<file path="config.mk">
export PLATFORM = sky130hd
export DESIGN_NAME = ghost_wall_probe
export DESIGN_NICKNAME = d
export VERILOG_FILES = /design/src/rtl/ghost_wall_probe.sv
export SDC_FILE = /design/constraint.sdc
export NUM_CORES = 1
export LEC_CHECK = 0
export BUFFER_PORTS_ARGS = -buffer_cell sky130_fd_sc_hd__clkbuf_2
export CORE_MARGIN = 1.5
export CORE_UTILIZATION = 35
export CTS_CLUSTER_DIAMETER = 80
export CTS_CLUSTER_SIZE = 8
export DETAILED_ROUTE_END_ITERATION = 10
export PLACE_DENSITY = 0.49
export REMOVE_ABC_BUFFERS = 1
export SLEW_MARGIN = 20
export SYNTH_ARGS = -nofsm -noshare
export SYNTH_HDL_FRONTEND = slang
export SYNTH_SLANG_ARGS = --single-unit
</file>
<file path="constraint.sdc">
create_clock -name clk -period 12.37 [get_ports clk]
set_input_delay 1.237 -clock clk [delete_from_list [all_inputs] [get_ports clk]]
set_output_delay 1.237 -clock clk [all_outputs]
set_load 0.01 [all_outputs]
</file>
<file path="src/rtl/ghost_wall_probe.sv">
// Per-frame wall probe for one ghost sprite: samples 8 maze ROM points just outside
// the sprite edges and publishes registered up/down/left/right wall flags.
module ghost_wall_probe #(
  parameter int SPRITE_W    = 16,
  parameter int SPRITE_H    = 16,
  parameter int TILE_W      = 17,
  parameter int TILE_H      = 15,
  parameter int MAZE_COLS   = 28,
  parameter int MAZE_ROWS   = 31,
  parameter int ROM_LATENCY = 1
) (
  input  logic       clk,
  input  logic       reset,
  input  logic       start,
  input  logic [9:0] ghost_x,
  input  logic [9:0] ghost_y,
  output logic [9:0] maze_addr,
  input  logic       maze_wall,
  output logic       ghost_up_wall,
  output logic       ghost_down_wall,
  output logic       ghost_left_wall,
  output logic       ghost_right_wall,
  output logic       busy,
  output logic       done
);

  localparam int WCW = (ROM_LATENCY > 1) ? $clog2(ROM_LATENCY) : 1;
  localparam logic [WCW-1:0] LAST_WAIT = WCW'(ROM_LATENCY - 1);

  localparam logic signed [10:0] NEG1 = -11'sd1;
  localparam logic signed [10:0] OFF_W = 11'(SPRITE_W);
  localparam logic signed [10:0] OFF_WM1 = 11'(SPRITE_W - 1);
  localparam logic signed [10:0] OFF_H = 11'(SPRITE_H);
  localparam logic signed [10:0] OFF_HM1 = 11'(SPRITE_H - 1);

  typedef enum logic [1:0] {IDLE, ISSUE, WAIT, UPDATE} state_t;

  state_t           state, state_nxt;
  logic [9:0]       lat_x, lat_y;
  logic [2:0]       probe;
  logic [WCW-1:0]   wait_cnt;
  logic [3:0]       acc;        // {up, down, left, right}
  logic [3:0]       flags;
  logic signed [10:0] dx, dy, px, py;
  logic [10:0]      col, row;
  logic [9:0]       lin_addr;
  logic             oob, hit, last_wait;
  logic [3:0]       hit_vec;

  // State register
  always_ff @(posedge clk or posedge reset) begin
    if (reset) state <= IDLE;
    else       state <= state_nxt;
  end

  assign last_wait = (state == WAIT) && (wait_cnt == LAST_WAIT);

  // Next-state logic
  always_comb begin
    state_nxt = state;
    unique case (state)
      IDLE:   if (start) state_nxt = ISSUE;
      ISSUE:  state_nxt = WAIT;
      WAIT:   if (last_wait) state_nxt = (probe == 3'd7) ? UPDATE : ISSUE;
      UPDATE: state_nxt = IDLE;
      default: state_nxt = IDLE;
    endcase
  end

  // Probe point geometry
  always_comb begin
    dx = '0;
    dy = '0;
    unique case (probe)
      3'd0: begin dx = '0;      dy = NEG1;    end
      3'd1: begin dx = OFF_WM1; dy = NEG1;    end
      3'd2: begin dx = '0;      dy = OFF_H;   end
      3'd3: begin dx = OFF_WM1; dy = OFF_H;   end
      3'd4: begin dx = NEG1;    dy = '0;      end
      3'd5: begin dx = NEG1;    dy = OFF_HM1; end
      3'd6: begin dx = OFF_W;   dy = '0;      end
      3'd7: begin dx = OFF_W;   dy = OFF_HM1; end
      default: begin dx = '0;   dy = '0;      end
    endcase
    px = signed'({1'b0, lat_x}) + dx;
    py = signed'({1'b0, lat_y}) + dy;
  end

  assign col      = unsigned'(px) / 11'(TILE_W);
  assign row      = unsigned'(py) / 11'(TILE_H);
  assign oob      = px[10] || py[10] || (col >= 11'(MAZE_COLS)) || (row >= 11'(MAZE_ROWS));
  assign lin_addr = 10'(row * 11'(MAZE_COLS) + col);
  assign hit      = oob || maze_wall;

  always_comb begin
    hit_vec = '0;
    unique case (probe[2:1])
      2'd0: hit_vec[3] = hit;
      2'd1: hit_vec[2] = hit;
      2'd2: hit_vec[1] = hit;
      2'd3: hit_vec[0] = hit;
      default: hit_vec = '0;
    endcase
  end

  // Sweep datapath
  always_ff @(posedge clk or posedge reset) begin
    if (reset) begin
      lat_x    <= '0;
      lat_y    <= '0;
      probe    <= '0;
      wait_cnt <= '0;
      acc      <= '0;
      flags    <= '1;
    end else begin
      unique case (state)
        IDLE: if (start) begin
          lat_x <= ghost_x;
          lat_y <= ghost_y;
          probe <= '0;
          acc   <= '0;
        end
        ISSUE: wait_cnt <= '0;
        WAIT: begin
          wait_cnt <= wait_cnt + 1'b1;
          if (last_wait) begin
            acc   <= acc | hit_vec;
            probe <= probe + 3'd1;
            // Final probe folds straight into the flags so they are valid during UPDATE with done.
            if (probe == 3'd7) flags <= acc | hit_vec;
          end
        end
        default: ;
      endcase
    end
  end

  // Outputs
  always_comb begin
    maze_addr = '0;
    if ((state == ISSUE || state == WAIT) && !oob) maze_addr = lin_addr;
  end

  assign busy             = (state != IDLE);
  assign done             = (state == UPDATE);
  assign ghost_up_wall    = flags[3];
  assign ghost_down_wall  = flags[2];
  assign ghost_left_wall  = flags[1];
  assign ghost_right_wall = flags[0];

endmodule

</file>
==> results of run 1 <==
-- registers in the layout, indices dropped and copies added (netlist names) --
| signal | cells |
|---|---|
| acc | 4 |
| state | 2 |
| lat_y | 10 |
| flags | 4 |
| wait_cnt | 1 |
| lat_x | 10 |
| probe | 3 |
-- critical path: cells and delay by family, from the launching register on --
family          cells  cell delay (ps)
buf+inv             3              330
xor+xnor            4              960
simple gates       12             2120
fa+ha+maj           7             2320
mux                 2              740
flops               1              440
compound gates      9             2210
-- cell type report --
cell class / count / area (sq um) / area share [%]
sequential: 34 / 856 / 14.6
inverter: 33 / 124 / 2.11
clock buffer: 7 / 143 / 2.43
multi-input combinational: 586 / 4290 / 73.2
clock inverter: 1 / 5.00 / 0.0854
timing repair buffer: 41 / 210 / 3.59
tap: 188 / 235 / 4.01
-- layer usage --
layer	global-route usage, %	part of all wire (%)	routed length [microns]
met5	0	0	0
met1	26.0	50	7330
met2	30.2	46	6730
met4	2.87	0.76	112
met3	1.56	3.9	568
-- through the flow --
| stage | setup WS, ps | cells | hold WS, ps | instance area [sq um] |
|---|---|---|---|---|
| floorplan | 3190 | 653 | 473 | 5260 |
| global placement | 2420 | 882 | 491 | 5710 |
| detailed placement | 2140 | 882 | 497 | 5710 |
| CTS | 1800 | 890 | 510 | 5850 |
| global route | 1120 | 890 | 532 | 5860 |
| finish | 1760 | 890 | 513 | 5860 |
-- layout by cell type (no fill, tap or decap), types with 5 or more instances in the layout --
master     instances
o21bai_1           5
fa_1               9
and3_1             9
nand3_1           25
a22oi_1            8
o21ai_0           36
nor2b_1            9
o221ai_1           5
xor2_1            13
a21o_1            16
or3_1              6
and2_1             7
xnor2_1           22
nor3_1            21
a31oi_1           12
o21a_1            12
o21ai_1            8
o211ai_1          11
a211o_1           10
nor2_1            55
mux2_2            21
clkbuf_2          39
a21oi_1           49
nand2_1           51
nand4_1            7
o22ai_1            5
inv_1             33
clkbuf_16          5
ha_1              45
a211oi_1          10
dfrtp_1           30
mux2i_1            6
-- cells by family (layout without fill, tap and decap cells) --
family | Yosys count | in the layout | share of synthesized area (%)
compound gates | 243 | 243 | 32.0
xor+xnor | 38 | 38 | 6.60
fa+ha+maj | 56 | 56 | 14.2
buf+inv | 53 | 82 | 4.31
flops | 34 | 34 | 15.9
mux | 29 | 29 | 6.22
simple gates | 220 | 220 | 20.7
-- worst max-delay path by stage --
stage	to	start	slack [ps]	depth (start not counted)
after floorplan	maze_addr[9]	probe[2]	3190	36
after global placement	maze_addr[9]	probe[2]	2420	37
after detailed placement	maze_addr[9]	probe[2]	2140	37
after CTS	maze_addr[9]	probe[2]	1800	37
after global routing	maze_addr[9]	probe[2]	1120	37
final	maze_addr[9]	probe[2]	1760	37
==> flow_summary_export.csv, run 1 <==
group,metric,value,unit
worst_setup_path,cp-end-kind,"output pin",
synth,synth_top_area_share,14.0,%
die,start_util,35.6,%
hold_path,hold_path_end,"lat_x[5]",
worst_setup_path,timing.rr.end,"flags[2]",
clock_tree,cts.sinks,34,
timing,period_share,85.8,%
global_route,grt_pass1_wl,24.5,mm
clock_tree,clkTransAtPathRegs,60,ps
drt,routed_wl,14.7,mm
synth,synthTopCellsByArea,"dfrtp_1 14%, ha_1 10%, a21oi_1 4.6%, mux2_2 4.4%, nor2_1 3.8%",
global_route,grt_max_degree,35,
drt,vias,5328,
placed_design,globalplace.congestion,0.905,
drt,drc_errors,0,
finish,drive_gt1_share,14.7,%
clock_tree,clk_latency,280,ps
synth,ys.flop_type,"dfrtp_1",
die,die_area,0.0161,sq mm
synth,synth.largest_area_cell,"dfrtp_1",
placed_design,dp_hpwl,11.9,mm
hold_path,min_from,"lat_x[5]",
clock_tree,post_cts_buffers,0,
finish,n_antenna_cell,0,
outcome,status,"completed",
worst_setup_path,cp_common_cell,"ha_1",
timing,max_freq,94.3,MHz
die,pin_count,40,
worst_setup_path,path_class,"flop to output pin",
timing,relSlewSlack,35.4,%
clock_tree,clockBufferDepth,2,
clock_tree,cts-buffers-inserted,5,
worst_setup_path,reg2reg_from,"probe[2]",
synth,ys_warn_count,0,
worst_setup_path,cp_data_required_time,11130,ps
clock_tree,cts_resized,0,
die,fp-row-count,45,
global_route,grtUsageTotal,18.2,%
timing,final.setup.tns,0,ps
worst_setup_path,reg2reg_depth,31,
finish,postLayoutCoreUtil,38.8,%
synth,yosysSeqAreaShare,15.9,%
worst_setup_path,critical_path.max_stage_delay,600,ps
drt,first_pass_iters,5,
finish,syn_to_final_growth,9.18,%
worst_setup_path,crit_fanout,11,
die,die_height,127,microns
die,dieWidth,127,microns
timing,drv_slew,0,
drt,wl_per_cell,16.6,microns
synth,synth_edf_count,0,
timing,finalSetupViolations,0,
worst_setup_path,start_kind,"flop",
synth,synth_area_per_cell,7.98,sq um
synth,netlist_area,0.00537,sq mm
global_route,globalRouteOverflowTotal,0,
placed_design,io_buffers,39,
drt,drtIter0Drc,396,
drt,routed_via_density,5.99,
worst_setup_path,worstPathArrival,9370,ps
die,core,0.0151,sq mm
global_route,grt_pass1_vias,5004,
synth,synth.most_common_cell,"nor2_1",
worst_setup_path,rrSetupSlack,4340,ps
clock_tree,postCtsHoldBufs,0,
hold_path,hold_class,"flop to flop",
hold_path,hold_depth,1,
worst_setup_path,slowest_stage,"mux2i_1",
run,maxCapViolCount,0,
finish,num-fill-cells,1598,
synth,synth.distinct_cells,90,
global_route,grt_antenna_before_repair,0,
timing,finClkSkew,5.85,ps
timing,finalCriticalPeriod,10610,ps
drt,postRouteAntennaNets,0,
finish,fin_nets,779,
clock_tree,cts_tree,"yes",
timing,tightestPinTransition,967,ps
synth,ys_ff_latch,34,
clock_tree,clockRootBuffer,"clkbuf_16",
timing,grt_setup_unrepaired,"false",
timing,finalHoldViolCount,0,
clock_tree,h-tree-depth,2,
synth,async_reset_ff_share,100,%
synth,synth_common_cells,"55 x nor2_1, 51 x nand2_1, 49 x a21oi_1",
synth,syn_inst,673,
Power of run 1 is not shown: default switching activity piles up to over one toggle a cycle in this logic, so the estimate is an artifact.
==> run 2: changes to the inputs <==
- CORE_UTILIZATION: 35 -> 45
- PLACE_DENSITY: 0.49 -> 0.61
==> run 2 against run 1 <==
The run now ends with DRC left. Maximum frequency grew 0.92%. Worst hold slack lost 1.9 ps. Global-route usage grew 3.5 points. Clock skew shrank 4.0 ps. Cell area shrank 0.66%. Flip-flop and latch count is the same. Critical path type unchanged. Critical path depth is the same.
==> flow_summary_export.csv, run 2 (synthesis gave the netlist of run 1 again) <==
group,metric,value,unit
finish,postLayoutCoreUtil,50.6,%
global_route,grt_antenna_before_repair,0,
drt,routed_wl,13.5,mm
timing,grt_setup_unrepaired,"false",
finish,final_cell_mix,"55 x nor2_1, 51 x nand2_1, 49 x a21oi_1",
finish,syn_to_final_growth,8.46,%
clock_tree,clkTransAtPathRegs,50,ps
clock_tree,clockRootBuffer,"clkbuf_16",
clock_tree,cts-buffers-inserted,5,
placed_design,io_buffers,39,
global_route,globalRouteOverflowTotal,0,
timing,tightestPinTransition,933,ps
timing,finalSetupViolations,0,
drt,routed_via_density,6.26,
hold_path,hold_class,"flop to flop",
worst_setup_path,cp_data_required_time,11130,ps
outcome,status,"finished with violations",
worst_setup_path,slowest_stage,"mux2i_1",
clock_tree,cts.sinks,34,
global_route,grt_pass1_wl,23.0,mm
outcome,failed_checks,"DRC",
timing,finalHoldViolCount,0,
timing,period_share,85.0,%
timing,final.setup.tns,0,ps
timing,finalCriticalPeriod,10510,ps
placed_design,dpl_cell_area,0.00565,sq mm
clock_tree,postCtsHoldBufs,0,
finish,largestRegisters,"lat_x: 10 flops, lat_y: 10 flops",
global_route,grt_pass1_vias,4877,
worst_setup_path,cp_common_cell,"ha_1",
drt,first_pass_iters,8,
worst_setup_path,cp-end-kind,"output pin",
drt,postRouteAntennaNets,0,
finish,drive_gt1_share,14.5,%
clock_tree,h-tree-depth,2,
timing,drv_slew,0,
die,pin_count,40,
worst_setup_path,worstPathArrival,9270,ps
finish,fin_nets,779,
clock_tree,cts_tree,"yes",
hold_path,hold_depth,1,
worst_setup_path,critical_path.max_stage_delay,590,ps
clock_tree,clk_latency,270,ps
drt,vias,5291,
clock_tree,clockBufferDepth,2,
timing,finClkSkew,1.87,ps
die,start_util,46.6,%
drt,wl_per_cell,16.0,microns
clock_tree,post_cts_buffers,0,
die,die_height,112,microns
die,fp-row-count,39,
timing,max_freq,95.1,MHz
die,dieWidth,112,microns
worst_setup_path,crit_fanout,11,
run,maxCapViolCount,0,
worst_setup_path,path_class,"flop to output pin",
drt,drc_errors,1,
timing,holdWs,511,ps
global_route,grtUsageTotal,21.6,%
placed_design,dp_hpwl,11.0,mm
drt,drtIter0Drc,322,
placed_design,globalplace.congestion,0.909,
die,core,0.0115,sq mm
finish,n_antenna_cell,0,
global_route,grt_max_degree,35,
finish,final_common_cell,"nor2_1",
die,die_area,0.0126,sq mm
clock_tree,cts_resized,0,
finish,finish.instance_area,0.00582,sq mm
timing,relSlewSlack,37.6,%
worst_setup_path,reg2reg_depth,31,
worst_setup_path,start_kind,"flop",
-- run 2: cell count changes in the layout (fill, tap and decap cells not counted), sizes merged --
cell	change
clkinv	-1
bufinv	+1
-- run 2: worst paths after layout --
check | start | to | slack [ps]
hold / removal | lat_x[4] | lat_x[4] | 510
min in group asynchronous | reset | lat_y[2] | 1020
setup / recovery | probe[2] | maze_addr[9] | 1860
setup reg to reg | probe[2] | flags[2] | 4450
max in group asynchronous | reset | flags[0] | 11020
hold reg to reg | lat_x[4] | lat_x[4] | 510
-- run 2: critical path, delay by kind of cell, from the launching register on --
family	cells	cell delay, ps
AO/OA/AOI/OAI	9	2180
XOR/XNOR	4	900
adder cells (fa/ha/maj)	7	2350
buffers and inverters	3	350
flip-flops	1	450
multiplexers	2	720
AND/OR/NAND/NOR	12	2050
-- run 2: layer usage --
metal	up-vias	global-route usage, %	wire (microns)
met2	174	37.1	6280
met4	0	5.49	267
li1	2627	-	-
met3	21	1.57	646
met1	2469	29.8	6350
met5	-	0	0
-- run 2: area by class of cell --
cell class / count / area (sq um)
multi-input combinational: 586 / 4280
timing repair buffer: 41 / 210
fill: 1133 / 5690
inverter: 33 / 124
sequential: 34 / 856
clock buffer: 7 / 143
tap: 143 / 179
clock inverter: 1 / 30.0
-- run 2: through the flow --
step / std cells / setup slack [ps]
floorplan: 653 / 3190
global placement: 837 / 2560
detailed placement: 837 / 2220
CTS: 845 / 1910
global route: 845 / 1130
finish: 845 / 1860
Power of run 2 is left out for the same reason.
